$ cat config.mk
export PLATFORM = sky130hd
export DESIGN_NAME = weight_stream_buffer
export DESIGN_NICKNAME = d
export VERILOG_FILES = /design/src/rtl/weight_stream_buffer.sv
export SDC_FILE = /design/constraint.sdc
export NUM_CORES = 1
export LEC_CHECK = 0
export CAP_MARGIN = 10
export CORE_MARGIN = 10
export CORE_UTILIZATION = 35
export DETAILED_ROUTE_END_ITERATION = 10
export PLACE_DENSITY_LB_ADDON = 0.05
export SKIP_CTS_REPAIR_TIMING = 1
export SYNTH_ARGS = -nofsm -noshare
export SYNTH_HDL_FRONTEND = slang
export SYNTH_SLANG_ARGS = --single-unit
export TNS_END_PERCENT = 100
$ cat constraint.sdc
create_clock -name clk -period 2.28 [get_ports clk]
set_input_delay 0.57 -clock clk [delete_from_list [all_inputs] [get_ports clk]]
set_output_delay 0.57 -clock clk [all_outputs]
set_load 0.01 [all_outputs]
$ cat src/rtl/weight_stream_buffer.sv
// Weight feeder for the systolic array: loadable DEPTH x MATRIX_SIZE store,
// streamed row by row through a lead delay and optional diagonal lane skew.
module weight_stream_buffer #(
  parameter  int MATRIX_SIZE = 2,
  parameter  int DATA_SIZE   = 32,
  parameter  int DEPTH       = 16,
  parameter  int LEAD_DELAY  = 3,
  parameter  int SKEW_EN     = 1,
  localparam int RW = (DEPTH > 1) ? $clog2(DEPTH) : 1,
  localparam int LW = (MATRIX_SIZE > 1) ? $clog2(MATRIX_SIZE) : 1,
  localparam int NW = $clog2(DEPTH + 1)
) (
  input  logic                 clk,
  input  logic                 reset_n,
  input  logic                 wr_en,
  input  logic [RW-1:0]        wr_row,
  input  logic [LW-1:0]        wr_lane,
  input  logic [DATA_SIZE-1:0] wr_data,
  input  logic                 start,
  input  logic [NW-1:0]        num_rows,
  output logic                 busy,
  output logic                 done,
  output logic [DATA_SIZE-1:0] data_out [MATRIX_SIZE],
  output logic [MATRIX_SIZE-1:0] valid_out
);

  localparam int SKW  = (SKEW_EN != 0) ? MATRIX_SIZE - 1 : 0;
  localparam int DMAX = LEAD_DELAY + SKW;
  localparam int DW   = (DMAX > 0) ? $clog2(DMAX + 1) : 1;

  typedef enum logic [1:0] {IDLE, STREAM, DRAIN} state_t;

  state_t              state_q, state_d;
  logic [NW-1:0]       cnt_q, cnt_d;
  logic [NW-1:0]       n_q, n_d;
  logic [DW-1:0]       dcnt_q, dcnt_d;
  logic                busy_q, busy_d;
  logic                done_q, done_d;
  logic [DATA_SIZE-1:0] mem_q [DEPTH][MATRIX_SIZE];
  logic                rd_vld;
  logic [RW-1:0]       rd_row;

  assign rd_vld = (state_q == STREAM);
  assign rd_row = cnt_q[RW-1:0];
  assign busy   = busy_q;
  assign done   = done_q;

  always_ff @(posedge clk) begin
    if (wr_en && int'(wr_row) < DEPTH &&
        int'(wr_lane) < MATRIX_SIZE) begin
      mem_q[wr_row][wr_lane] <= wr_data;
    end
  end

  always_comb begin
    state_d = state_q;
    cnt_d   = cnt_q;
    n_d     = n_q;
    dcnt_d  = dcnt_q;
    unique case (state_q)
      IDLE: begin
        if (start && num_rows != '0) begin
          state_d = STREAM;
          cnt_d   = '0;
          n_d     = (int'(num_rows) > DEPTH) ?
                    NW'(DEPTH) : num_rows;
        end
      end
      STREAM: begin
        cnt_d = cnt_q + 1'b1;
        if (cnt_q == n_q - 1'b1) begin
          state_d = DRAIN;
          dcnt_d  = '0;
        end
      end
      DRAIN: begin
        dcnt_d = dcnt_q + 1'b1;
        if (dcnt_q == DW'(DMAX)) state_d = IDLE;
      end
      default: state_d = IDLE;
    endcase
    // busy/done are registered so they line up with the output stages
    busy_d = (state_q != IDLE) && (state_d != IDLE);
    done_d = (state_q == DRAIN) && (state_d == IDLE);
  end

  always_ff @(posedge clk or negedge reset_n) begin
    if (!reset_n) begin
      state_q <= IDLE;
      cnt_q   <= '0;
      n_q     <= '0;
      dcnt_q  <= '0;
      busy_q  <= 1'b0;
      done_q  <= 1'b0;
    end else begin
      state_q <= state_d;
      cnt_q   <= cnt_d;
      n_q     <= n_d;
      dcnt_q  <= dcnt_d;
      busy_q  <= busy_d;
      done_q  <= done_d;
    end
  end

  for (genvar g = 0; g < MATRIX_SIZE; g++) begin : g_lane
    localparam int D = 1 + LEAD_DELAY + ((SKEW_EN != 0) ? g : 0);

    logic [DATA_SIZE-1:0] d_q [D];
    logic [D-1:0]         v_q;

    always_ff @(posedge clk or negedge reset_n) begin
      if (!reset_n) begin
        for (int j = 0; j < D; j++) d_q[j] <= '0;
        v_q <= '0;
      end else begin
        d_q[0] <= rd_vld ? mem_q[rd_row][g] : '0;
        v_q[0] <= rd_vld;
        for (int j = 1; j < D; j++) begin
          d_q[j] <= d_q[j-1];
          v_q[j] <= v_q[j-1];
        end
      end
    end

    assign data_out[g]  = d_q[D-1];
    assign valid_out[g] = v_q[D-1];
  end

endmodule

==> results.toml, run 1 <==
[timing]
max-slew-margin-rel_pct = 54.86
rsz0062_at_grt = "yes"
setup_tns_ps = -30.38
setup_violations = 1
tightest_slew_ps = 677.1
slew_viol_final = 0
fin_skew_ps = 21.94
fin_crit_ps = 2310
min_period_over_period_pct = 101.3
final_hold_viol_count = 0
fmax_mhz = 432.8
setup_ws_ps = -30.38

[route]
vias_per_cell = 4.988
drc_errors = 0
drtAntennaViolNets = 0
dr.pass1.iters = 5
routedWlPerCell_um = 27.88
vias = 22216
finalWirelength_um = 124200
first_iter_violations = 1708

[global_route]
grt_max_degree = 81
first_global_vias = 23741
grt_pass1_wl_um = 178400
grt_use_total_pct = 16.39
antenna_found_initial = 7
gr-total-overflow = 0

[power]
peakVddDrop_mv = 0.6709
p_clk_share_pct = 31.0
seqPwrFrac_pct = 40.7
p_comb_share_pct = 28.3
swShare_pct = 29.16
p_int_uw = 52310
switching_power_uw = 21530
p_leak_uw = 0.02072
power_density_nw_per_um2 = 1250

[setup_path]
critical-path-max-stage-delay_ps = 560
cp_common_cell = "buf_12"
crit_buf_inv = 3
r2r_slack_ps = -30
crit_type = "flop to flop"
crit_start = "cnt_q[0]"
worstSetupStartpointType = "flop"
reg2reg_from = "cnt_q[0]"
critPathArrivalTime_ps = 2910
crit_required_ps = 2880
critPathMaxFanout = 8
path_delay_family = "multiplexers"
path_cells = "buf_12 > buf_16 > buf_12 > mux4_2 > and3_4 > a221o_1"
endpoint_kind = "flop"
slowest_stage = "mux4_2"

[cells_and_area]
final_common_cell = "edfxtp_1"
nNetsFinal = 2601
layout-drive-gt1-share_pct = 30.05
fin_cells = 4454
fin_util_pct = 43.50
layout_common_cells = "edfxtp_1 (1024), dfrtp_1 (307), mux4_2 (226)"
stdcell_area_um2 = 59070
area_delta_synth_final_pct = 23.09

[yosys]
synth_edf_count = 1024
synth_cells = 2171
yosys_most_used_dff = "edfxtp_1"
yosysWarnings = 0
synthArstFlopShare_pct = 23.24
netlist.area_leader.share_pct = 64.07
syn_avg_cell_area_um2 = 22.11
synthTopCellsByArea = "edfxtp_1 (64%), dfrtp_1 (16%), mux4_2 (11%)"
synth_cell_types = 46
synth_area_um2 = 47990
syn_nets = 2221
synth_top_cell_by_area = "edfxtp_1"
ys_ff_latch = 1334
yosysSeqAreaShare_pct = 80.24

[status]
failed_checks = "setup timing"
status = "finished with violations"

[die]
floorplan.initialDensity_pct = 35.34
fp.dieW_um = 390.3
dieArea_um2 = 152300
rows = 135
die_h_um = 390.3
core_area_um2 = 135800
ioPinCount = 114

[place]
gp_routability_congestion = 0.7690
placed_area_um2 = 53920
post-place-ws_ps = -201.6
hpwlAfterDp_um = 79900
port_buffers = 113
dp_cells = 4167

[min_path]
hold_path_class = "primary input to asynchronous set/reset pin"

[clock_network]
root_buffer = "clkbuf_16"
cts_buffers = 145
clk_path_buf_depth = 3
numClockSinks = 1334
cts_tree = "yes"
clk_pin_slew_ps = 60
clk_latency_ps = 770
cts_max_level = 4

[run]
max_cap_violations = 0
## metal layers
| layer | routed length [um] | part of all wire (%) | vias up | global-route usage, % |
|---|---|---|---|---|
| li1 | - | - | 9484 | - |
| met1 | 54760 | 44 | 12037 | 22.20 |
| met2 | 60630 | 49 | 516 | 26.62 |
| met3 | 5079 | 4.1 | 179 | 2.960 |
| met4 | 3718 | 3.0 | 0 | 5.602 |
| met5 | 0 | 0 | - | 0 |
## power by group through the flow
stage | clock network [uW] | registers [uW] | logic (uW)
6_report | 22900 | 30000 | 20900
5_1_grt | 24600 | 30400 | 22200
4_1_cts | 23600 | 30200 | 20800
3_5_place_dp | 0 | 30600 | 20800
3_3_place_gp | 0 | 30600 | 20800
2_1_floorplan | 0 | 30000 | 11500
## final timing paths
kind,endpoint,cells after the start
min in group clk,g_lane[1].d_q[32],0
max reg2reg,g_lane[1].d_q[158],6
max in group asynchronous,g_lane[1].d_q[79],4
max,g_lane[1].d_q[158],6
min reg2reg,g_lane[1].d_q[32],0
min,g_lane[0].d_q[38],2
## kinds of logic after synthesis
| family | Yosys count | share of synthesized area [%] |
|---|---|---|
| muxes | 357 | 13.34 |
| buffers and inverters | 174 | 2.443 |
| xor gates and xnor gates | 8 | 0.1617 |
| DFF | 1334 | 80.24 |
| adders and majority gates | 4 | 0.1043 |
| and+or+nand+nor | 167 | 1.702 |
| AOI/OAI and AO/OA | 127 | 2.010 |
## synth_stat cells, types with 2 or more instances
library cell     n
a21oi_1          4
a221o_1         14
a22o_1          15
a22oi_1         14
a32oi_1         16
and2_1           3
and3_1          14
and3b_1          2
buf_1           10
buf_12           3
buf_2           29
buf_4           71
buf_6           22
clkbuf_1        32
clkbuf_2         2
dfrtp_1        310
edfxtp_1      1024
ha_1             4
inv_1            4
mux2i_1        130
mux4_2         226
nand2_1         63
nand2b_1        12
nand3_1          5
nand4_1         17
nand4b_1         2
nor2_1          30
nor2b_1          6
nor3_1           9
o211ai_1        18
o21ai_0          7
o22ai_1         34
xnor2_1          5
xor2_1           2
## flip-flops by register name, indices dropped and copies added (netlist names), 2 cells and up
signal      cells
cnt_q           5
data_out       64
dcnt_q          3
g_lane.d_q    224
g_lane.v_q      5
mem_q        1024
n_q             5
state_q         2
## metrics by stage
stage / hold slack (ps) / power (uW)
floorplan: 274.4 / 41550
global placement: 333.0 / 51340
detailed placement: 334.7 / 51370
CTS: -429.1 / 74590
global route: 222.2 / 77120
finish: 236.5 / 73840
## layout make-up
cell class	count	area (um2)
clock inverter	56	451.7
tap	1781	2228
timing repair buffer	402	4816
inverter	5	18.77
multi-input combinational	663	8778
fill	11669	76730
antenna	1	2.502
sequential	1334	38520
clock buffer	212	4259
## worst register-to-register path: stages, from the launching register on
cell     delay, ps
dfrtp_4        550
buf_12         180
buf_16         160
buf_12         120
mux4_2         560
and3_4         210
a221o_1        360
No activity file was read; power rests on OpenSTA's default activity.
==> run 2: changes to the inputs <==
--- a/config.mk
+++ b/config.mk
@@ -11,6 +11,7 @@
 export DETAILED_ROUTE_END_ITERATION = 10
 export PLACE_DENSITY_LB_ADDON = 0.05
 export SKIP_CTS_REPAIR_TIMING = 1
+export SLEW_MARGIN = 20
 export SYNTH_ARGS = -nofsm -noshare
 export SYNTH_HDL_FRONTEND = slang
 export SYNTH_SLANG_ARGS = --single-unit
==> results of run 2 <==
Final layout, timing and power as in run 1 (identical DEF).
==> run 3: changes to the inputs <==
==> constraint.sdc (replaced) <==
create_clock -name clk -period 2.9 [get_ports clk]
set_input_delay 0.725 -clock clk [delete_from_list [all_inputs] [get_ports clk]]
set_output_delay 0.725 -clock clk [all_outputs]
set_load 0.01 [all_outputs]
==> run 3 against run 2 <==
The flow now finishes without violations. Sequential power fell by 21%. Via count down 2.2%. Worst hold slack better by 78 ps. Fmax is 5.5% lower. Clock power decreased by 21%. Cell area down 2.7%. Register-to-register slack better by 490 ps. Clock-buffer cell count grew 9. First-iteration DRC count decreased by 11%. Die area unchanged. Combinational power fell by 32%. Power is 24% lower. Critical endpoint is now g_lane[0].d_q[104]. Largest cell class unchanged. Highest routed layer unchanged.
==> results.toml, run 3 (same netlist as run 1, synthesis figures left out) <==
[global_route]
first_global_vias = 23710
antenna_found_initial = 3
grt_max_degree = 59
grt_pass1_wl_um = 177800
gr-total-overflow = 0
grt_use_total_pct = 16.22

[clock_network]
clk_path_buf_depth = 3
cts_max_level = 4
root_buffer = "clkbuf_16"
cts_tree = "yes"
cts_buffers = 146
clk_latency_ps = 780
numClockSinks = 1334
clk_pin_slew_ps = 60

[setup_path]
worstSetupStartpointType = "flop"
critPathMaxFanout = 40
critPathArrivalTime_ps = 3040
endpoint_kind = "flop"
crit_type = "flop to flop"
crit_required_ps = 3500

[power]
power_density_nw_per_um2 = 972.8
seqPwrFrac_pct = 42.5
p_clk_share_pct = 32.2
p_comb_share_pct = 25.3
p_leak_uw = 0.01965
switching_power_uw = 16340
peakVddDrop_mv = 0.6237
p_int_uw = 39560
totalPowerFinal_uw = 55900
swShare_pct = 29.23

[cells_and_area]
layout_common_cells = "edfxtp_1 (1024), dfrtp_1 (307), mux4_2 (226)"
top_register = "mem_q"
layout-drive-gt1-share_pct = 26.34
largest_reg_flops = 1024
final_common_cell = "edfxtp_1"
fin_cells = 4366
nNetsFinal = 2506
fin_util_pct = 42.31
stdcell_area_um2 = 57460
area_delta_synth_final_pct = 19.73

[route]
drc_errors = 0
vias_per_cell = 4.975
finalWirelength_um = 122900
first_iter_violations = 1515
vias = 21722
drtAntennaViolNets = 0
dr.pass1.iters = 5
routedWlPerCell_um = 28.16

[timing]
fin_crit_ps = 2444
tightest_slew_ps = 1035
min_period_over_period_pct = 84.28
fin_skew_ps = 31.90
fmax_mhz = 409.2
max-slew-margin-rel_pct = 30.97
rsz0062_at_grt = "no"
final_hold_viol_count = 0
setup_violations = 0
slew_viol_final = 0

[place]
gp_routability_congestion = 0.7675
hpwlAfterDp_um = 77250
placed_area_um2 = 52710
dp_cells = 4088
port_buffers = 113

[die]
fp.dieW_um = 390.3
floorplan.initialDensity_pct = 35.34
rows = 135
ioPinCount = 114
die_h_um = 390.3
dieArea_um2 = 152300
core_area_um2 = 135800

[run]
max_cap_violations = 0

[status]
status = "complete, no violations"

[min_path]
hold_path_class = "flop to flop"
run 3: cell types whose count changed in the layout (fill, tap and decap cells not counted), moves of 10 or more:
cell	delta
clkbuf_1	+10
clkdlybuf4s50_1	+29
buf_12	-42
buf_4	-42
dlymetal6s2s_1	-29
run 3: power by group through the flow:
stage	clock (uW)	sequential, uW	combinational [uW]
5_1_grt	19400	24000	15200
3_3_place_gp	0	24200	14700
4_1_cts	18600	23800	14800
3_5_place_dp	0	24200	14700
6_report	18000	23700	14200
2_1_floorplan	0	23600	9030
run 3: worst paths after layout:
path	start	end	slack (ps)	cells after the start
worst max-delay path	cnt_q[0]	g_lane[0].d_q[104]	460	5
worst min-delay path	g_lane[1].d_q[41]	data_out[9]	310	0
worst max register to register	cnt_q[0]	g_lane[0].d_q[104]	460	5
worst min register to register	g_lane[1].d_q[41]	data_out[9]	310	0
max in group asynchronous	reset_n	cnt_q[0]	1530	3
min in group asynchronous	reset_n	g_lane[0].d_q[42]	510	2
run 3: area by class of cell:
type	count	area (um2)
well taps	1781	2228
repair buffers	306	3363
clock buffers	221	4249
fillers	11810	78350
clock inverters	53	479.2
multi-input cells	663	8594
flip-flops and latches	1334	38520
inverters	5	18.77
diodes	3	7.507
run 3: layer usage:
layer	track usage (%)	vias to the layer above	wire length, um
li1	-	9311	-
met1	21.28	11842	52980
met2	28.11	434	63360
met3	2.761	135	4723
met4	3.680	0	1866
met5	0	-	0
run 3: through the flow:
| step | TNS, ps | worst slack (ps) | hold slack, ps |
|---|---|---|---|
| 2_1_floorplan | -140080 | -365.7 | 331.2 |
| 3_3_place_gp | -52260 | -192.7 | 331.4 |
| 3_5_place_dp | -25080 | -142.6 | 334.7 |
| 4_1_cts | 0 | 364.4 | -127.2 |
| 5_1_grt | 0 | 273.7 | 310.5 |
| 6_report | 0 | 455.9 | 314.4 |
run 3: worst max-delay path, stage by stage, from the launching register on:
cell      delay (ps)
dfrtp_4          530
buf_12           310
buf_4            370
mux4_2           610
a32oi_1          180
o211ai_1         170
